File: src/rtl/gpu_pkg.sv
// Shared GPU-side types and constants for the VRAM write path.
package gpu_pkg;

  localparam int VRAM_ADDR_WIDTH = 12;

  typedef struct packed {
    logic [VRAM_ADDR_WIDTH-1:0] addr;
    logic [7:0]                 data;
  } vram_beat_t;

  typedef enum logic [1:0] {
    IDLE  = 2'd0,
    DRAIN = 2'd1,
    DMA   = 2'd2
  } arb_state_t;

  typedef enum logic {
    OWNER_CPU = 1'b0,
    OWNER_DMA = 1'b1
  } owner_t;

endpackage

File: src/rtl/sync_fifo_m.sv
// Single-clock FIFO with wrap-bit pointers; read data is the current head.
module sync_fifo_m #(
  parameter int WIDTH = 20,
  parameter int DEPTH = 16,
  localparam int AW = $clog2(DEPTH)
) (
  input  logic             clk,
  input  logic             rst,
  input  logic             i_push,
  input  logic [WIDTH-1:0] i_wdata,
  input  logic             i_pop,
  output logic [WIDTH-1:0] o_rdata,
  output logic             o_full,
  output logic             o_empty,
  output logic [AW:0]      o_count
);

  localparam logic [AW:0] FULL_CNT = (AW+1)'(DEPTH);

  logic [WIDTH-1:0] r_mem [DEPTH];
  logic [AW:0]      r_wr_ptr;
  logic [AW:0]      r_rd_ptr;
  logic             w_do_push;
  logic             w_do_pop;

  // Pointers carry one extra wrap bit so full and empty are distinguishable.
  assign o_count   = r_wr_ptr - r_rd_ptr;
  assign o_full    = (o_count == FULL_CNT);
  assign o_empty   = (o_count == '0);
  assign w_do_push = i_push & ~o_full;
  assign w_do_pop  = i_pop & ~o_empty;
  assign o_rdata   = r_mem[r_rd_ptr[AW-1:0]];

  always_ff @(posedge clk or negedge rst) begin
    if (!rst) begin
      r_wr_ptr <= '0;
      r_rd_ptr <= '0;
    end else begin
      if (w_do_push) r_wr_ptr <= r_wr_ptr + (AW+1)'(1);
      if (w_do_pop)  r_rd_ptr <= r_rd_ptr + (AW+1)'(1);
    end
  end

  always_ff @(posedge clk) begin
    if (w_do_push) r_mem[r_wr_ptr[AW-1:0]] <= i_wdata;
  end

endmodule

File: src/rtl/vram_write_arbiter.sv
// Arbitrates buffered CPU VRAM writes against burst DMA, presenting at most one
// write beat per cycle and only while the GPU write window is open.
module vram_write_arbiter
  import gpu_pkg::*;
#(
  parameter int ADDR_WIDTH = VRAM_ADDR_WIDTH,
  parameter int FIFO_DEPTH = 16,
  parameter int CPU_BURST  = 8
) (
  input  logic                  clk,
  input  logic                  rst,
  input  logic                  writable,
  input  logic                  cpu_we,
  input  logic [ADDR_WIDTH-1:0] cpu_addr,
  input  logic [7:0]            cpu_data,
  output logic                  cpu_full,
  input  logic                  dma_req,
  input  logic [ADDR_WIDTH-1:0] dma_addr,
  input  logic [7:0]            dma_data,
  input  logic                  dma_last,
  output logic                  dma_grant,
  output logic [ADDR_WIDTH-1:0] vram_addr,
  output logic [7:0]            vram_data,
  output logic                  vram_we,
  output logic                  busy,
  output logic                  overflow,
  output logic [1:0]            dbg_state
);

  localparam int CW  = $clog2(FIFO_DEPTH);
  localparam int BCW = $clog2(CPU_BURST + 1);

  arb_state_t              r_state;
  arb_state_t              w_act_state;
  arb_state_t              w_next_state;
  owner_t                  r_last_owner;
  owner_t                  w_next_owner;
  logic [BCW-1:0]          r_burst_cnt;
  logic [BCW-1:0]          w_next_burst_cnt;
  logic                    r_valid;
  logic [ADDR_WIDTH-1:0]   r_addr;
  logic [7:0]              r_data;
  logic                    r_overflow;
  logic                    w_load_ok;
  logic                    w_push;
  logic                    w_pop;
  logic                    w_grant;
  logic                    w_dma_take;
  logic                    w_drain_exit;
  logic                    w_fifo_full;
  logic                    w_fifo_empty;
  logic [CW:0]             w_fifo_count;
  logic [ADDR_WIDTH+7:0]   w_fifo_rdata;

  // Handshakes: a CPU beat is taken when cpu_we & !cpu_full, a DMA beat when
  // dma_req & dma_grant, and a VRAM beat retires when vram_we; all in one cycle.
  assign w_load_ok  = ~r_valid | writable;
  assign w_push     = cpu_we & ~w_fifo_full;
  assign w_dma_take = w_grant & dma_req;

  sync_fifo_m #(
    .WIDTH(ADDR_WIDTH + 8),
    .DEPTH(FIFO_DEPTH)
  ) u_cpu_fifo (
    .clk    (clk),
    .rst    (rst),
    .i_push (w_push),
    .i_wdata({cpu_addr, cpu_data}),
    .i_pop  (w_pop),
    .o_rdata(w_fifo_rdata),
    .o_full (w_fifo_full),
    .o_empty(w_fifo_empty),
    .o_count(w_fifo_count)
  );

  always_ff @(posedge clk or negedge rst) begin
    if (!rst) begin
      r_state      <= IDLE;
      r_last_owner <= OWNER_DMA;
      r_burst_cnt  <= '0;
    end else begin
      r_state      <= w_next_state;
      r_last_owner <= w_next_owner;
      r_burst_cnt  <= w_next_burst_cnt;
    end
  end

  // IDLE decides and hands the port over in the same cycle, so neither
  // requester loses a cycle to the arbitration decision.
  always_comb begin
    w_act_state      = r_state;
    w_next_owner     = r_last_owner;
    w_next_burst_cnt = r_burst_cnt;
    w_drain_exit     = 1'b0;
    if (r_state == IDLE && w_load_ok && writable) begin
      if (!w_fifo_empty && (r_last_owner == OWNER_DMA || !dma_req)) w_act_state = DRAIN;
      else if (dma_req) w_act_state = DMA;
    end
    w_next_state = w_act_state;
    if (w_load_ok) begin
      case (w_act_state)
        DRAIN: begin
          w_drain_exit = ~writable | w_fifo_empty
                       | (r_burst_cnt == BCW'(CPU_BURST - 1))
                       | ((w_fifo_count == (CW+1)'(1)) & ~w_push);
          if (w_drain_exit) begin
            w_next_state     = IDLE;
            w_next_owner     = OWNER_CPU;
            w_next_burst_cnt = '0;
          end else begin
            w_next_burst_cnt = r_burst_cnt + BCW'(1);
          end
        end
        DMA: begin
          if (writable && dma_req && dma_last) begin
            w_next_state = IDLE;
            w_next_owner = OWNER_DMA;
          end
        end
        default: ;
      endcase
    end
  end

  always_comb begin
    w_pop   = 1'b0;
    w_grant = 1'b0;
    if (w_load_ok && writable) begin
      case (w_act_state)
        DRAIN:   w_pop   = ~w_fifo_empty;
        DMA:     w_grant = 1'b1;
        default: ;
      endcase
    end
  end

  // Out-register: a held beat stays untouched until the window reopens.
  always_ff @(posedge clk or negedge rst) begin
    if (!rst) begin
      r_valid <= 1'b0;
      r_addr  <= '0;
      r_data  <= '0;
    end else if (w_pop) begin
      r_valid          <= 1'b1;
      {r_addr, r_data} <= w_fifo_rdata;
    end else if (w_dma_take) begin
      r_valid <= 1'b1;
      r_addr  <= dma_addr;
      r_data  <= dma_data;
    end else if (vram_we) begin
      r_valid <= 1'b0;
    end
  end

  always_ff @(posedge clk or negedge rst) begin
    if (!rst) r_overflow <= 1'b0;
    else if (cpu_we && w_fifo_full) r_overflow <= 1'b1;
  end

  assign cpu_full  = w_fifo_full;
  assign dma_grant = w_grant;
  assign vram_we   = r_valid & writable;
  assign vram_addr = r_addr;
  assign vram_data = r_data;
  assign busy      = ~w_fifo_empty | r_valid | (r_state != IDLE);
  assign overflow  = r_overflow;
  assign dbg_state = r_state;

endmodule
File: config.mk
export PLATFORM = sky130hd
export DESIGN_NAME = vram_write_arbiter
export DESIGN_NICKNAME = d
export VERILOG_FILES = /design/src/rtl/gpu_pkg.sv /design/src/rtl/sync_fifo_m.sv /design/src/rtl/vram_write_arbiter.sv
export SDC_FILE = /design/constraint.sdc
export NUM_CORES = 1
export LEC_CHECK = 0
export ABC_CLOCK_PERIOD_IN_PS = 5800
export CORE_UTILIZATION = 60
export CTS_CLUSTER_SIZE = 25
export DETAILED_ROUTE_END_ITERATION = 8
export PLACE_DENSITY = 0.8
export SYNTH_ARGS = -nofsm -noshare
export SYNTH_HDL_FRONTEND = slang
export SYNTH_SLANG_ARGS = --single-unit
File: constraint.sdc
create_clock -name clk -period 5.8 [get_ports clk]
set_input_delay 0.58 -clock clk [delete_from_list [all_inputs] [get_ports clk]]
set_output_delay 0.58 -clock clk [all_outputs]
set_load 0.005 [all_outputs]
==> summary.md <==
| Metric | Value |
|---|---|
| Max VDD drop | `between 0.3 and 0.4 mV` |
| Overflow after GRT | `0` |
| Distinct cells, synth | `48` |
| TritonRoute pass-1 iters | `6` |
| Rel. slew slack | `25.6%` |
| Final critical delay including setup and external delays | `4.54 ns` |
| Half-perimeter wire length after placement | `17.6 mm` |
| Clock-pin slew reported for the worst setup and hold paths after clock tree synthesis | `around 0.06 ns` |
| Slew @ Worst Pin | `1.12 ns` |
| Fraction of final layout cells sized beyond drive strength 1 | `~18%` |
| Overall via count from detail_route | `7835` |
| Cts bufs inserted | `36` |
| Total length of routed wires | `31.2 mm` |
| Initial cell density of the core | `61.5%` |
| Clk_lat worst skew | `0.52 ns` |
| Leakage power total | `0.00554 uW` |
| Number of global-route vias before repair | `7767` |
| Met1 capacity usage during global routing | `38.2%` |
| Worst Hold Class | `in2async` |
| Worst setup path class | `reg2out` |
| CP Launch Type | `flip-flop` |
| Count of flip-flops with a built-in enable after synthesis | `320` |
| Layout Area Growth over Synthesis | `15.0%` |
| Post-synthesis instance total | `a little over 800` |
| # H-tree levels | `2` |
| Cell area after synthesis | `0.0145 sq mm` |
| Required time worst endpoint | `5.22 ns` |
| First-pass GRT wire length | `46.7 mm` |
| Net count reported at finish | `949` |
| Post-DR vias/cell | `between 6 and 7` |
| Kind of end point of the critical path | `primary output` |
| Sequential element share of the synthesized area | `73.1%` |
| Skew final | `0.0169 ns` |
| Post-route DRC violation count | `0` |
| CTS hold repair buffers | `0` |
| Number of design-rule violations left by the first detailed-router iteration | `about 1100` |
| Hold Worst Slack | `0.199 ns` |
| RePlAce Congestion | `0.825` |
| Count of max-cap constraint violations | `0` |
| Post-cts gate resize count | `0` |
| Busiest metal layer after global routing | `met2` |
| Fillers | `1444` |
| Maximum number of pins on one net before global-route repair | `64` |
| Maximum number of buffers from clock root to sink | `3` |
| Standard cell core area | `0.0235 sq mm` |
| Port Buffer Count | `between 70 and 80` |
| Portion of the clock cycle consumed by the worst path in the final layout | `78.3%` |
| Predominant post-synthesis flop cell | `sky130_fd_sc_hd__edfxtp_1` |
| Max Clock Freq | `220 MHz` |
| Total I/O pin count | `73` |
| Die area | `0.0248 sq mm` |
| Leading post-synthesis cells by instance count | `sky130_fd_sc_hd__edfxtp_1 (320), sky130_fd_sc_hd__mux4_2 (80), sky130_fd_sc_hd__nor2_1 (67)` |
| Sinks on the clock net | `roughly 360` |
| Die height | `around 160 um` |
| Final count of hold timing violations | `0` |
| Most common cell in the netlist | `sky130_fd_sc_hd__edfxtp_1` |
| Final Setup Violations | `0` |
| Max-slew violation total from the final report | `0` |
| Share of flip-flops with an asynchronous set or reset | `a little over a tenth` |
| Global-route met3 utilization | `about 5.6%` |
| Global-route total usage across every layer | `26.3%` |
| Count of antenna-violating nets left after detailed routing | `0` |
| Avg Synthesized Cell Area | `17.8 sq um` |
| Number of warning messages in the yosys log | `0` |
| Number of synthesized register bits | `between 300 and 400` |
| Standard-cell row count | `56` |
| Routing usage on met2 | `41.1%` |
| Synth top area share | `66.3%` |
| Width of the die | `157 um` |
| RSZ-0062 raised after global routing | `false` |
| Net Count, Synth | `872` |
| Total negative setup slack | `0 ns` |
| CP max FO | `42` |
| Routed WL per cell | `25.3 um` |
| Data arrival at the endpoint of the critical path | `3.96 ns` |
| Result of the run | `finished clean` |
| CTS Root Buffer Type | `sky130_fd_sc_hd__clkbuf_16` |
| CTS tree | `done` |
| Power density relative to cell area | `roughly 510 mW/mm^2` |
| Initial antenna violation count | `1` |
| Largest area contributor in the synthesized netlist | `sky130_fd_sc_hd__edfxtp_1` |
| Post-CTS Setup Repair Bufs | `0` |
| Top cells by area, synth | `sky130_fd_sc_hd__edfxtp_1 (66%), sky130_fd_sc_hd__mux4_2 (12%), sky130_fd_sc_hd__dfrtp_1 (6.6%)` |
power by group:
group | switching, uW | internal (uW)
Sequential | 257 | 3210
Combinational | 1580 | 1180
Clock | 917 | 1320
Total | 2750 | 5710
state kept, by name, summed over array words and instances (netlist names):
name,cells
vram_addr,12
overflow,1
r_last_owner,1
u_cpu_fifo.r_wr_ptr,5
r_burst_cnt,4
u_cpu_fifo.r_rd_ptr,5
u_cpu_fifo.r_mem,320
dbg_state,2
r_valid,1
vram_data,8
layer usage:
metal / part of all wire, % / wire (um)
met1: 41 / 12700
met5: 0.042 / 13
met4: 1.8 / 561
met3: 9.4 / 2940
met2: 48 / 15000
cell families (layout without fill, tap and decap cells):
| logic type | after synthesis | in the layout | synth area share, % |
|---|---|---|---|
| buffers and inverters | 57 | 156 | 1.77 |
| AND/OR/NAND/NOR | 179 | 179 | 5.69 |
| adder cells (fa/ha/maj) | 11 | 11 | 1.00 |
| flip-flops | 359 | 359 | 73.1 |
| AO/OA/AOI/OAI | 116 | 116 | 5.11 |
| other | 0 | 1 | 0 |
| multiplexers | 81 | 81 | 12.5 |
| XOR/XNOR | 12 | 12 | 0.829 |
path summary, 6_finish.rpt:
kind | start | end | slack [ns] | cells after the start
worst max-delay path | u_cpu_fifo.r_rd_ptr[0] | busy | 1.26 | 8
worst min-delay path | rst | vram_addr[8] | 0.20 | 1
worst max register to register | u_cpu_fifo.r_rd_ptr[0] | u_cpu_fifo.r_mem[1][1] | 1.66 | 9
worst min register to register | overflow | overflow | 0.46 | 1
max in group asynchronous | rst | u_cpu_fifo.r_rd_ptr[0] | 4.95 | 1
min in group clk | overflow | overflow | 0.46 | 1
worst max-delay path, stage by stage (launching register included):
cell,delay [ns]
sky130_fd_sc_hd__dfrtp_4,0.78
sky130_fd_sc_hd__ha_1,0.36
sky130_fd_sc_hd__fa_1,0.39
sky130_fd_sc_hd__nand2b_1,0.17
sky130_fd_sc_hd__a21oi_2,0.21
sky130_fd_sc_hd__xor2_1,0.43
sky130_fd_sc_hd__nand2_1,0.17
sky130_fd_sc_hd__or4_1,0.46
sky130_fd_sc_hd__clkdlybuf4s50_1,0.47
final cells by class:
type                            count  area, sq um  area share, %
Timing Repair Buffer               87          828           4.97
Tap cell                          319          399           2.40
Clock buffer                       46          938           5.64
Inverter                            9         33.8          0.203
Antenna cell                        1         2.50         0.0150
Clock inverter                     14          183           1.10
Multi-Input combinational cell    399         3670           22.1
Sequential cell                   359        10600           63.6
per-stage QoR:
| step | cell area (sq um) | util, % | instances | power, uW | setup slack [ns] |
|---|---|---|---|---|---|
| after global routing | 16600 | 70.7 | 1233 | 8850 | 1.00 |
| final | 16700 | 70.7 | 1234 | 8460 | 1.26 |
| after floorplan | 14500 | - | 815 | 5320 | 1.35 |
| after global placement | 15500 | 66.0 | 1173 | 6150 | 1.74 |
| after detailed placement | 15500 | 66.0 | 1173 | 6210 | 1.63 |
| after CTS | 16600 | 70.7 | 1233 | 8480 | 1.26 |
layout by cell type, fill, tap and decap left out, types with 2 or more instances in the layout:
cell type and instances:
sky130_fd_sc_hd__clkinv_2 3, sky130_fd_sc_hd__clkinv_1 4, sky130_fd_sc_hd__clkbuf_1 10, sky130_fd_sc_hd__and2_1 10, sky130_fd_sc_hd__bufinv_16 4, sky130_fd_sc_hd__nor2_1 67
sky130_fd_sc_hd__buf_4 15, sky130_fd_sc_hd__a31oi_1 20, sky130_fd_sc_hd__a21oi_1 11, sky130_fd_sc_hd__nor3b_2 4, sky130_fd_sc_hd__dfrtp_2 2, sky130_fd_sc_hd__mux4_2 80
sky130_fd_sc_hd__nand2_1 51, sky130_fd_sc_hd__and4_1 3, sky130_fd_sc_hd__and3b_1 2, sky130_fd_sc_hd__a21o_1 4, sky130_fd_sc_hd__nand3_1 24, sky130_fd_sc_hd__nand4_1 4
sky130_fd_sc_hd__and3_1 5, sky130_fd_sc_hd__a21oi_2 2, sky130_fd_sc_hd__o31ai_1 2, sky130_fd_sc_hd__clkbuf_16 36, sky130_fd_sc_hd__a22oi_1 20, sky130_fd_sc_hd__a21boi_1 2
sky130_fd_sc_hd__edfxtp_1 320, sky130_fd_sc_hd__ha_1 10, sky130_fd_sc_hd__dfrtp_1 35, sky130_fd_sc_hd__xor2_1 3, sky130_fd_sc_hd__o21ai_0 47, sky130_fd_sc_hd__clkdlybuf4s50_1 71
sky130_fd_sc_hd__inv_1 9, sky130_fd_sc_hd__xnor2_1 7
Note: power is estimated with default switching activity, not from simulation.
